## config.mk

```make
export PLATFORM = sky130hd
export DESIGN_NAME = alu_nibble_seq
export DESIGN_NICKNAME = d
export VERILOG_FILES = /design/src/rtl/alu_seq_pkg.sv /design/src/rtl/alu_nibble_core.sv /design/src/rtl/alu_nibble_seq.sv
export SDC_FILE = /design/constraint.sdc
export NUM_CORES = 1
export LEC_CHECK = 0
export CAP_MARGIN = 20
export CORE_UTILIZATION = 45
export CTS_CLUSTER_SIZE = 14
export DETAILED_ROUTE_END_ITERATION = 8
export PLACE_DENSITY = 0.69
export SETUP_SLACK_MARGIN = 0.4
export SKIP_CTS_REPAIR_TIMING = 1
export SYNTH_ARGS = -nofsm -noshare
export SYNTH_HDL_FRONTEND = slang
export SYNTH_HIERARCHICAL = 1
export SYNTH_SLANG_ARGS = --single-unit
```

## constraint.sdc

```tcl
create_clock -name clk -period 10.63 [get_ports clk]
set_input_delay 2.6575 -clock clk [delete_from_list [all_inputs] [get_ports clk]]
set_output_delay 2.6575 -clock clk [all_outputs]
set_load 0.01 [all_outputs]
```

## src/rtl/alu_seq_pkg.sv

```systemverilog
// Shared types and constants for the nibble-serial ALU sequencer.
package alu_seq_pkg;

  typedef enum logic [2:0] {
    ADD = 3'd0,
    ADC = 3'd1,
    SUB = 3'd2,
    SBC = 3'd3,
    AND = 3'd4,
    XOR = 3'd5,
    OR  = 3'd6,
    CP  = 3'd7
  } alu_op_t;

  typedef enum logic [1:0] {
    IDLE = 2'd0,
    RUN  = 2'd1,
    DONE = 2'd2
  } alu_state_t;

  localparam int FLAG_S  = 7;
  localparam int FLAG_Z  = 6;
  localparam int FLAG_Y  = 5;
  localparam int FLAG_H  = 4;
  localparam int FLAG_X  = 3;
  localparam int FLAG_PV = 2;
  localparam int FLAG_N  = 1;
  localparam int FLAG_C  = 0;

  function automatic logic is_sub(input alu_op_t op);
    return op inside {SUB, SBC, CP};
  endfunction

  function automatic logic is_logic(input alu_op_t op);
    return op inside {AND, XOR, OR};
  endfunction

endpackage

```

## src/rtl/alu_nibble_core.sv

```systemverilog
// Combinational 4-bit ALU slice; carries are raw adder carries (never borrow-inverted).
module alu_nibble_core
  import alu_seq_pkg::*;
(
  input  logic [3:0] i_a,
  input  logic [3:0] i_b,
  input  logic       i_cin,
  input  alu_op_t    i_op,
  output logic [3:0] o_res,
  output logic       o_cout,
  output logic       o_c3
);

  logic [3:0] w_b_eff;
  logic [3:0] w_lo;
  logic [4:0] w_sum;

  always_comb begin
    w_b_eff = is_sub(i_op) ? ~i_b : i_b;
    w_lo    = {1'b0, i_a[2:0]} + {1'b0, w_b_eff[2:0]} + {3'b000, i_cin};
    w_sum   = {1'b0, i_a} + {1'b0, w_b_eff} + {4'b0000, i_cin};
    o_res   = w_sum[3:0];
    o_cout  = w_sum[4];
    o_c3    = w_lo[3];
    case (i_op)
      AND: begin o_res = i_a & i_b; o_cout = 1'b0; o_c3 = 1'b0; end
      XOR: begin o_res = i_a ^ i_b; o_cout = 1'b0; o_c3 = 1'b0; end
      OR:  begin o_res = i_a | i_b; o_cout = 1'b0; o_c3 = 1'b0; end
      default: ;
    endcase
  end

endmodule

```

## src/rtl/alu_nibble_seq.sv

```systemverilog
// Multi-nibble ALU sequencer: one nibble per clock, low nibble first,
// Z80-style flag byte registered together with the result on the final nibble.
module alu_nibble_seq
  import alu_seq_pkg::*;
#(
  parameter int WIDTH = 16
) (
  input  logic             clk,
  input  logic             reset,
  input  logic             start,
  input  logic [2:0]       op,
  input  logic [WIDTH-1:0] op1,
  input  logic [WIDTH-1:0] op2,
  input  logic             cf_in,
  output logic             busy,
  output logic             done,
  output logic [WIDTH-1:0] result,
  output logic [7:0]       flags
);

  localparam int NIB   = WIDTH / 4;
  localparam int IDX_W = $clog2(NIB);

  alu_state_t       r_state, w_next;
  logic [IDX_W-1:0] r_idx;
  alu_op_t          r_op;
  logic [WIDTH-1:0] r_a, r_b, r_shadow;
  logic             r_cf, r_carry, r_h, r_nz, r_par;

  logic             w_accept, w_last, w_sub, w_c0, w_cin;
  logic [3:0]       w_na, w_nb, w_nres;
  logic             w_cout, w_c3;
  logic [WIDTH-1:0] w_full;
  logic [7:0]       w_flags;

  assign w_accept = start && (r_state != RUN);
  assign w_last   = (r_idx == IDX_W'(NIB - 1));
  assign w_sub    = is_sub(r_op);
  assign w_na     = r_a[{r_idx, 2'b00} +: 4];
  assign w_nb     = r_b[{r_idx, 2'b00} +: 4];
  assign w_cin    = (r_idx == '0) ? w_c0 : r_carry;
  // Shadow fills from the top, so after the last nibble it is fully aligned.
  assign w_full   = {w_nres, r_shadow[WIDTH-1:4]};

  alu_nibble_core u_core (
    .i_a    (w_na),
    .i_b    (w_nb),
    .i_cin  (w_cin),
    .i_op   (r_op),
    .o_res  (w_nres),
    .o_cout (w_cout),
    .o_c3   (w_c3)
  );

  always_comb begin
    case (r_op)
      ADC:     w_c0 = r_cf;
      SUB, CP: w_c0 = 1'b1;
      SBC:     w_c0 = ~r_cf;
      default: w_c0 = 1'b0;
    endcase
  end

  always_comb begin
    w_flags         = '0;
    w_flags[FLAG_S] = w_full[WIDTH-1];
    w_flags[FLAG_Z] = ~(r_nz | (|w_nres));
    w_flags[FLAG_Y] = w_full[5];
    w_flags[FLAG_X] = w_full[3];
    if (is_logic(r_op)) begin
      w_flags[FLAG_H]  = (r_op == AND);
      w_flags[FLAG_PV] = ~(r_par ^ (^w_nres));
    end else begin
      // Subtracts run as a + ~b + 1, so inverting the raw carries yields borrows.
      w_flags[FLAG_H]  = r_h ^ w_sub;
      w_flags[FLAG_PV] = w_c3 ^ w_cout;
      w_flags[FLAG_N]  = w_sub;
      w_flags[FLAG_C]  = w_cout ^ w_sub;
    end
  end

  always_ff @(posedge clk) begin
    if (reset) r_state <= IDLE;
    else       r_state <= w_next;
  end

  always_comb begin
    w_next = r_state;
    busy   = 1'b0;
    done   = 1'b0;
    case (r_state)
      IDLE: if (start) w_next = RUN;
      RUN: begin
        busy = 1'b1;
        if (w_last) w_next = DONE;
      end
      DONE: begin
        done   = 1'b1;
        w_next = start ? RUN : IDLE;
      end
      default: w_next = IDLE;
    endcase
  end

  // NOTE: sequential state uses non-blocking assignments so every register
  // samples pre-edge values regardless of statement order.
  always_ff @(posedge clk) begin
    if (reset) begin
      r_idx    <= '0;
      r_op     <= ADD;
      r_a      <= '0;
      r_b      <= '0;
      r_cf     <= 1'b0;
      r_carry  <= 1'b0;
      r_h      <= 1'b0;
      r_nz     <= 1'b0;
      r_par    <= 1'b0;
      r_shadow <= '0;
      result   <= '0;
      flags    <= '0;
    end else if (w_accept) begin
      r_op  <= alu_op_t'(op);
      r_a   <= op1;
      r_b   <= op2;
      r_cf  <= cf_in;
      r_idx <= '0;
      r_nz  <= 1'b0;
      r_par <= 1'b0;
    end else if (r_state == RUN) begin
      r_idx    <= r_idx + IDX_W'(1);
      r_carry  <= w_cout;
      r_shadow <= w_full;
      r_nz     <= r_nz | (|w_nres);
      r_par    <= r_par ^ (^w_nres);
      if (r_idx == '0) r_h <= w_cout;
      if (w_last) begin
        result <= (r_op == CP) ? r_a : w_full;
        flags  <= w_flags;
      end
    end
  end

endmodule

```

==> metrics, run 1 <==
status=finished clean; hold path cells=2; Crit Path Class=register to primary output; vias in the first global route=3,072; TritonCTS clock tree=done; crit-path cells=nand2b_2, buf_4, inv_4, clkdlybuf4s50_1; most common cell after layout, fill and taps aside=dfxtp_1; dpl hpwl=6090 um; number of buffers created by CTS=9; NumNets Final=547; pin count of the biggest net entering global routing=83; GPL Wtd Cong=0.863; I/O pins=65; number of synthesized flops with an enable pin=0; Buffers & Inverters on Critical Path=3; Post-Layout Inst Area=4780 um2; grt ovf=0; number of buffers added on ports=64; reg-to-reg endpoint=flags[2]$_SDFFE_PP0P_; Die X=95.9 um; startpoint type of the worst setup path=register; Post-Synthesis Cell Area=3970 um2; worst reg-to-reg path cell count=10; CP startpoint=r_state[0]$_SDFFE_PP0P_; max-slew violations=0; CTS sink cnt=80; Total Neg Setup Slack=0 ns; sequential-to-total area share from yosys stat=40.4%; main flop type after synthesis=dfxtp_1; via count=3,330; worst reg2reg setup slack=6.70 ns; unrepaired setup endpoints after global routing=false; Max Freq=202 MHz; most frequent cells in the layout=dfxtp_1, clkdlybuf4s50_1, a21oi_1; gr usage total=20.9%; synth unique cells=47; Non-Filler Instances=601; Fin. Hold Viols=0; critical path's slowest cell=clkdlybuf4s50_1; worst vdd ir=0.0562 mV; Via-to-Cell Ratio=5.54; Antenna Nets Post-Route=0; die height=95.9 um; ranking of synthesized cells by area=dfxtp_1, a21oi_1, mux2i_1; WHS=0.460 ns; clock skew=0.00611 ns; htree depth=3; synthesized flop and latch total=80; Critical Path Fanout Max=55; Syn Area/Cell=8.80 um2; initial antenna violation count=0; Setup violations, final=0; Skew-Pair Late Insertion Delay=0.35 ns; Post-Syn Nets=507; Worst Hold Launch=flags[6]$_SDFFE_PP0P_; Clk pin slew, worst setup/hold paths=0.08 ns; Lkg Pwr=1.81 nW; Yosys top cell area share=40.4%; full die area=9200 um2; drt first-iter violations=122; asr flop ratio synth=0%; CP Capture Type=primary output; final cycle utilization of the critical path=46.6%; Crit path max-delay family=buffers and inverters; cell taking the most area after synthesis=dfxtp_1; first-pass GRT wire length=14,900 um; Cell Area, Placed=4550 um2; arrival time at the worst endpoint=2.30 ns; # Max-Cap Violations=0; routed wire length=9070 um; router iterations before antenna repair=5; Clock Tree Root=clkbuf_8; Rows=33; Critical R2R Launch=r_idx[0]$_SDFFE_PP0P_; Initial Utilization=47.4%; Hold Path Sink=flags[6]$_SDFFE_PP0P_; Synth warnings=6; slowest stage delay, CP=0.64 ns; Core ar.=8380 um2; min cycle time layout=4.96 ns; Rel. slew slack=43.6%; DRC Markers=0; HP Class=register to register; area grow syn2layout=20.5%; Cell Pwr Density=141 nW/um2; dpl cells=584; worst-margin pin slew=0.846 ns; ant diodes=0; CTS Buffer Depth=2; Synth Instances=451; number of fill cells=765; share of cells above drive strength 1=7.86%; routed len/inst=15.1 um; CP required=7.97 ns
layer usage:
layer  vias to the layer above  track usage [%]  routed length [um]  part of all wire [%]
li1                       1665                -                   -                     -
met1                      1564             29.3                4410                    49
met2                        89             32.5                4110                    45
met3                        12             3.16                 430                   4.7
met4                         0             8.08                 114                   1.3
met5                         -                0                   0                     0
where the power goes:
part           total [mW]  switching [mW]  internal, mW
clock network       0.232           0.116         0.116
logic               0.117          0.0607        0.0567
registers           0.325          0.0132         0.312
total               0.675           0.190         0.485
state kept, by name (all words and copies together) (netlist names):
| name | flops |
|---|---|
| r_op | 3 |
| r_par | 1 |
| flags | 8 |
| r_b | 16 |
| result | 16 |
| r_idx | 2 |
| r_nz | 1 |
| r_h | 1 |
| r_cf | 1 |
| r_a | 16 |
| r_shadow | 12 |
| r_carry | 1 |
| r_state | 2 |
cell type report:
cell class	count	area, um2	share of cell area (%)
Inverter	17	66.3	1.39
Clock buffer	10	138	2.88
Tap cell	105	131	2.75
Multi-Input combinational cell	314	2090	43.6
Clock inverter	6	66.3	1.39
Sequential cell	80	1600	33.5
Timing Repair Buffer	69	693	14.5
stage by stage:
step	total power [mW]	setup WS, ns	utilization, %
6_report	0.675	5.67	57.1
5_1_grt	0.705	5.56	57.1
4_1_cts	0.677	5.67	56.7
3_5_place_dp	0.447	5.98	54.3
3_3_place_gp	0.444	6.06	54.3
2_1_floorplan	0.413	7.10	-
how the worst max path moves through the flow:
stage | end | slack [ns] | cells past startpoint
global route | busy | 5.56 | 4
floorplan | busy | 7.10 | 4
detailed placement | r_a[11]$_SDFFE_PP0P_ | 5.98 | 5
global placement | r_a[9]$_SDFFE_PP0P_ | 6.06 | 5
finish | busy | 5.67 | 4
CTS | busy | 5.67 | 4
synthesized netlist by cell type, types with 3 or more instances:
| library cell | n |
|---|---|
| mux2i_1 | 19 |
| inv_1 | 16 |
| nand3_1 | 38 |
| buf_4 | 6 |
| a21oi_1 | 60 |
| dfxtp_1 | 80 |
| buf_6 | 3 |
| a211oi_1 | 19 |
| mux4_2 | 8 |
| clkbuf_1 | 13 |
| nand3b_1 | 5 |
| o22ai_1 | 3 |
| buf_2 | 16 |
| ha_1 | 15 |
| o21ai_0 | 34 |
| xnor2_1 | 7 |
| nor2_1 | 26 |
| nand2b_1 | 4 |
| o21ai_1 | 4 |
| nand2_1 | 44 |
| a21o_1 | 3 |
worst min-delay path, stage by stage, from the launching register on:
cell and delay [ns]:
dfxtp_1 0.32, nand2_1 0.05, a21oi_1 0.05
cell families (layout without fill, tap and decap cells):
logic type / Yosys count / after routing / synth area share, %
AO/OA/AOI/OAI: 133 / 133 / 19.3
AND/OR/NAND/NOR: 127 / 127 / 15.4
flip-flops: 80 / 80 / 40.4
buffers and inverters: 57 / 102 / 7.12
multiplexers: 28 / 28 / 9.71
adder cells (fa/ha/maj): 17 / 17 / 5.74
XOR/XNOR: 9 / 9 / 2.36
Note: power is estimated with default switching activity, not from simulation.
==> inputs of run 2 (changes only) <==
==> constraint.sdc (replaced) <==
create_clock -name clk -period 5.1 [get_ports clk]
set_input_delay 1.275 -clock clk [delete_from_list [all_inputs] [get_ports clk]]
set_output_delay 1.275 -clock clk [all_outputs]
set_load 0.01 [all_outputs]
==> run 2 against run 1 <==
  * Via count fell by 1.7%
  * Global-route usage shrank 0.056 points
  * Hold slack got worse by 0.0046 ns
  * Sequential share of layout area about the same
  * Die area did not move
  * Utilization decreased by 0.075 points
  * Register-to-register slack worse by 5.3 ns
  * Final area shrank 0.13%
  * Combinational power up 110%
  * Largest power group unchanged
==> metrics, run 2 (synthesis gave the netlist of run 1 again) <==
status=finished clean (unchanged); CP required=5.35 ns (was 7.97 ns); full die area=9200 um2 (unchanged); met3 Resource Use GR=4.34% (was 3.16%); Pint=1.01 mW (was 0.485 mW); Post-Layout Inst Area=4780 um2 (about the same); TritonCTS clock tree=done (unchanged); top flop regs=r_a x16, r_b x16, result x16 (unchanged); CTS sink cnt=80 (unchanged); htree depth=3 (unchanged); HP Class=register to register (unchanged); Setup violations, final=0 (unchanged); Skew-Pair Late Insertion Delay=0.35 ns (about the same); Antenna Nets Post-Route=0 (unchanged); drt first-iter violations=187 (was 122); Non-Filler Instances=601 (unchanged); worst vdd ir=0.143 mV (was 0.0562 mV); Clk pin slew, worst setup/hold paths=0.08 ns (about the same); area occupied by multi-input gates=2090 um2 (unchanged); most frequent cells in the layout=dfxtp_1, clkdlybuf4s50_1, a21oi_1 (unchanged); gr usage total=20.9% (about the same); final core utilization=57.0% (was 57.1%); unrepaired setup endpoints after global routing=false (unchanged); GR Layer Usage met2=32.0% (was 32.5%); grt met1 use=29.8% (was 29.3%); Seq pwr share=48.9% (was 48.2%); dpl cells=584 (unchanged); total power=1.39 mW (was 0.675 mW); routed len/inst=15.2 um (was 15.1 um); router iterations before antenna repair=5 (unchanged); Initial Utilization=47.4% (unchanged); area grow syn2layout=20.4% (was 20.5%); min cycle time layout=3.73 ns; Rel. slew slack=59.1% (was 43.6%); # Max-Cap Violations=0 (unchanged); CP Capture Type=register (was primary output); via count=3,274 (was 3,330); Sw Ratio=27.5% (was 28.1%); startpoint type of the worst setup path=register (unchanged); initial antenna violation count=0 (unchanged); Setup WS pre-CTS=1.40 ns (was 5.98 ns); GPL Wtd Cong=0.893 (was 0.863); DRC Markers=0 (unchanged); final cycle utilization of the critical path=73.1%; number of buffers created by CTS=9 (unchanged); Total Neg Setup Slack=0 ns (unchanged); worst-margin pin slew=0.613 ns (was 0.846 ns); number of fill cells=785 (was 765); number of buffers added on ports=64 (unchanged); routed wire length=9150 um (was 9070 um); pin count of the biggest net entering global routing=56 (was 83); storage element area=1600 um2 (unchanged); Cell Pwr Density=291 nW/um2 (was 141 nW/um2); WHS=0.455 ns (was 0.460 ns); share of cells above drive strength 1=7.66% (was 7.86%); max-slew violations=0 (unchanged); NumNets Final=547 (unchanged); Core ar.=8380 um2 (unchanged); setup ws final=1.37 ns (was 5.67 ns); dpl hpwl=6180 um (was 6090 um); Rows=33 (unchanged); Via-to-Cell Ratio=5.45 (was 5.54); Clock Tree Root=clkbuf_8 (unchanged); first-pass GRT wire length=14,600 um (was 14,900 um); most common cell after layout, fill and taps aside=dfxtp_1 (unchanged); Cell Area, Placed=4550 um2 (unchanged); Clock power frac=33.7% (was 34.4%); arrival time at the worst endpoint=3.97 ns (was 2.30 ns); ant diodes=0 (unchanged); die height=95.9 um (unchanged); combinational power share=17.4% (about the same); grt ovf=0 (unchanged); GRT busiest layer=met2 (unchanged); I/O pins=65 (unchanged); Die X=95.9 um (unchanged); clock skew=0.0117 ns (was 0.00611 ns); vias in the first global route=2,980 (was 3,072); Lkg Pwr=1.80 nW (was 1.81 nW); Crit Path Class=register to register (was register to primary output); Fin. Hold Viols=0 (unchanged); Critical Path Fanout Max=11 (was 55); Max Freq=268 MHz; CTS Buffer Depth=2 (unchanged); Net Sw Power=0.381 mW (was 0.190 mW)
## run 2: final cells by class
| class | count | area share [%] |
|---|---|---|
| clock buffer | 11 | 2.96 |
| inverter | 17 | 1.39 |
| timing repair buffer | 69 | 14.5 |
| clock inverter | 5 | 1.18 |
| tap | 105 | 2.75 |
| sequential | 80 | 33.5 |
| multi-input combinational | 314 | 43.7 |
## run 2: layer usage
layer	up-vias	part of all wire, %
met5	-	0
met4	0	0.60
met3	5	5.0
met2	90	46
met1	1520	48
li1	1659	-
## run 2: final timing paths
check | start | to | slack, ns | depth (start not counted)
setup reg to reg | r_idx[0]$_SDFFE_PP0P_ | flags[2]$_SDFFE_PP0P_ | 1.37 | 10
hold / removal | flags[1]$_SDFFE_PP0P_ | flags[1]$_SDFFE_PP0P_ | 0.46 | 2
setup / recovery | r_idx[0]$_SDFFE_PP0P_ | flags[2]$_SDFFE_PP0P_ | 1.37 | 10
hold reg to reg | flags[1]$_SDFFE_PP0P_ | flags[1]$_SDFFE_PP0P_ | 0.46 | 2
## run 2: worst max-delay path: stages, from the launching register on
cell and delay, ns:
dfxtp_1 0.70, mux4_2 0.62, xnor2_1 0.17, fa_1 0.42, fa_1 0.42, xnor2_1 0.15, a22oi_1 0.25, inv_1 0.08
ha_1 0.30, xor3_1 0.25, o311ai_1 0.26
## run 2: power groups by stage
stage | logic (mW) | registers (mW) | clock network, mW
finish | 0.242 | 0.679 | 0.467
global route | 0.266 | 0.683 | 0.505
detailed placement | 0.239 | 0.694 | 0
floorplan | 0.184 | 0.677 | 0
CTS | 0.241 | 0.679 | 0.474
global placement | 0.232 | 0.692 | 0
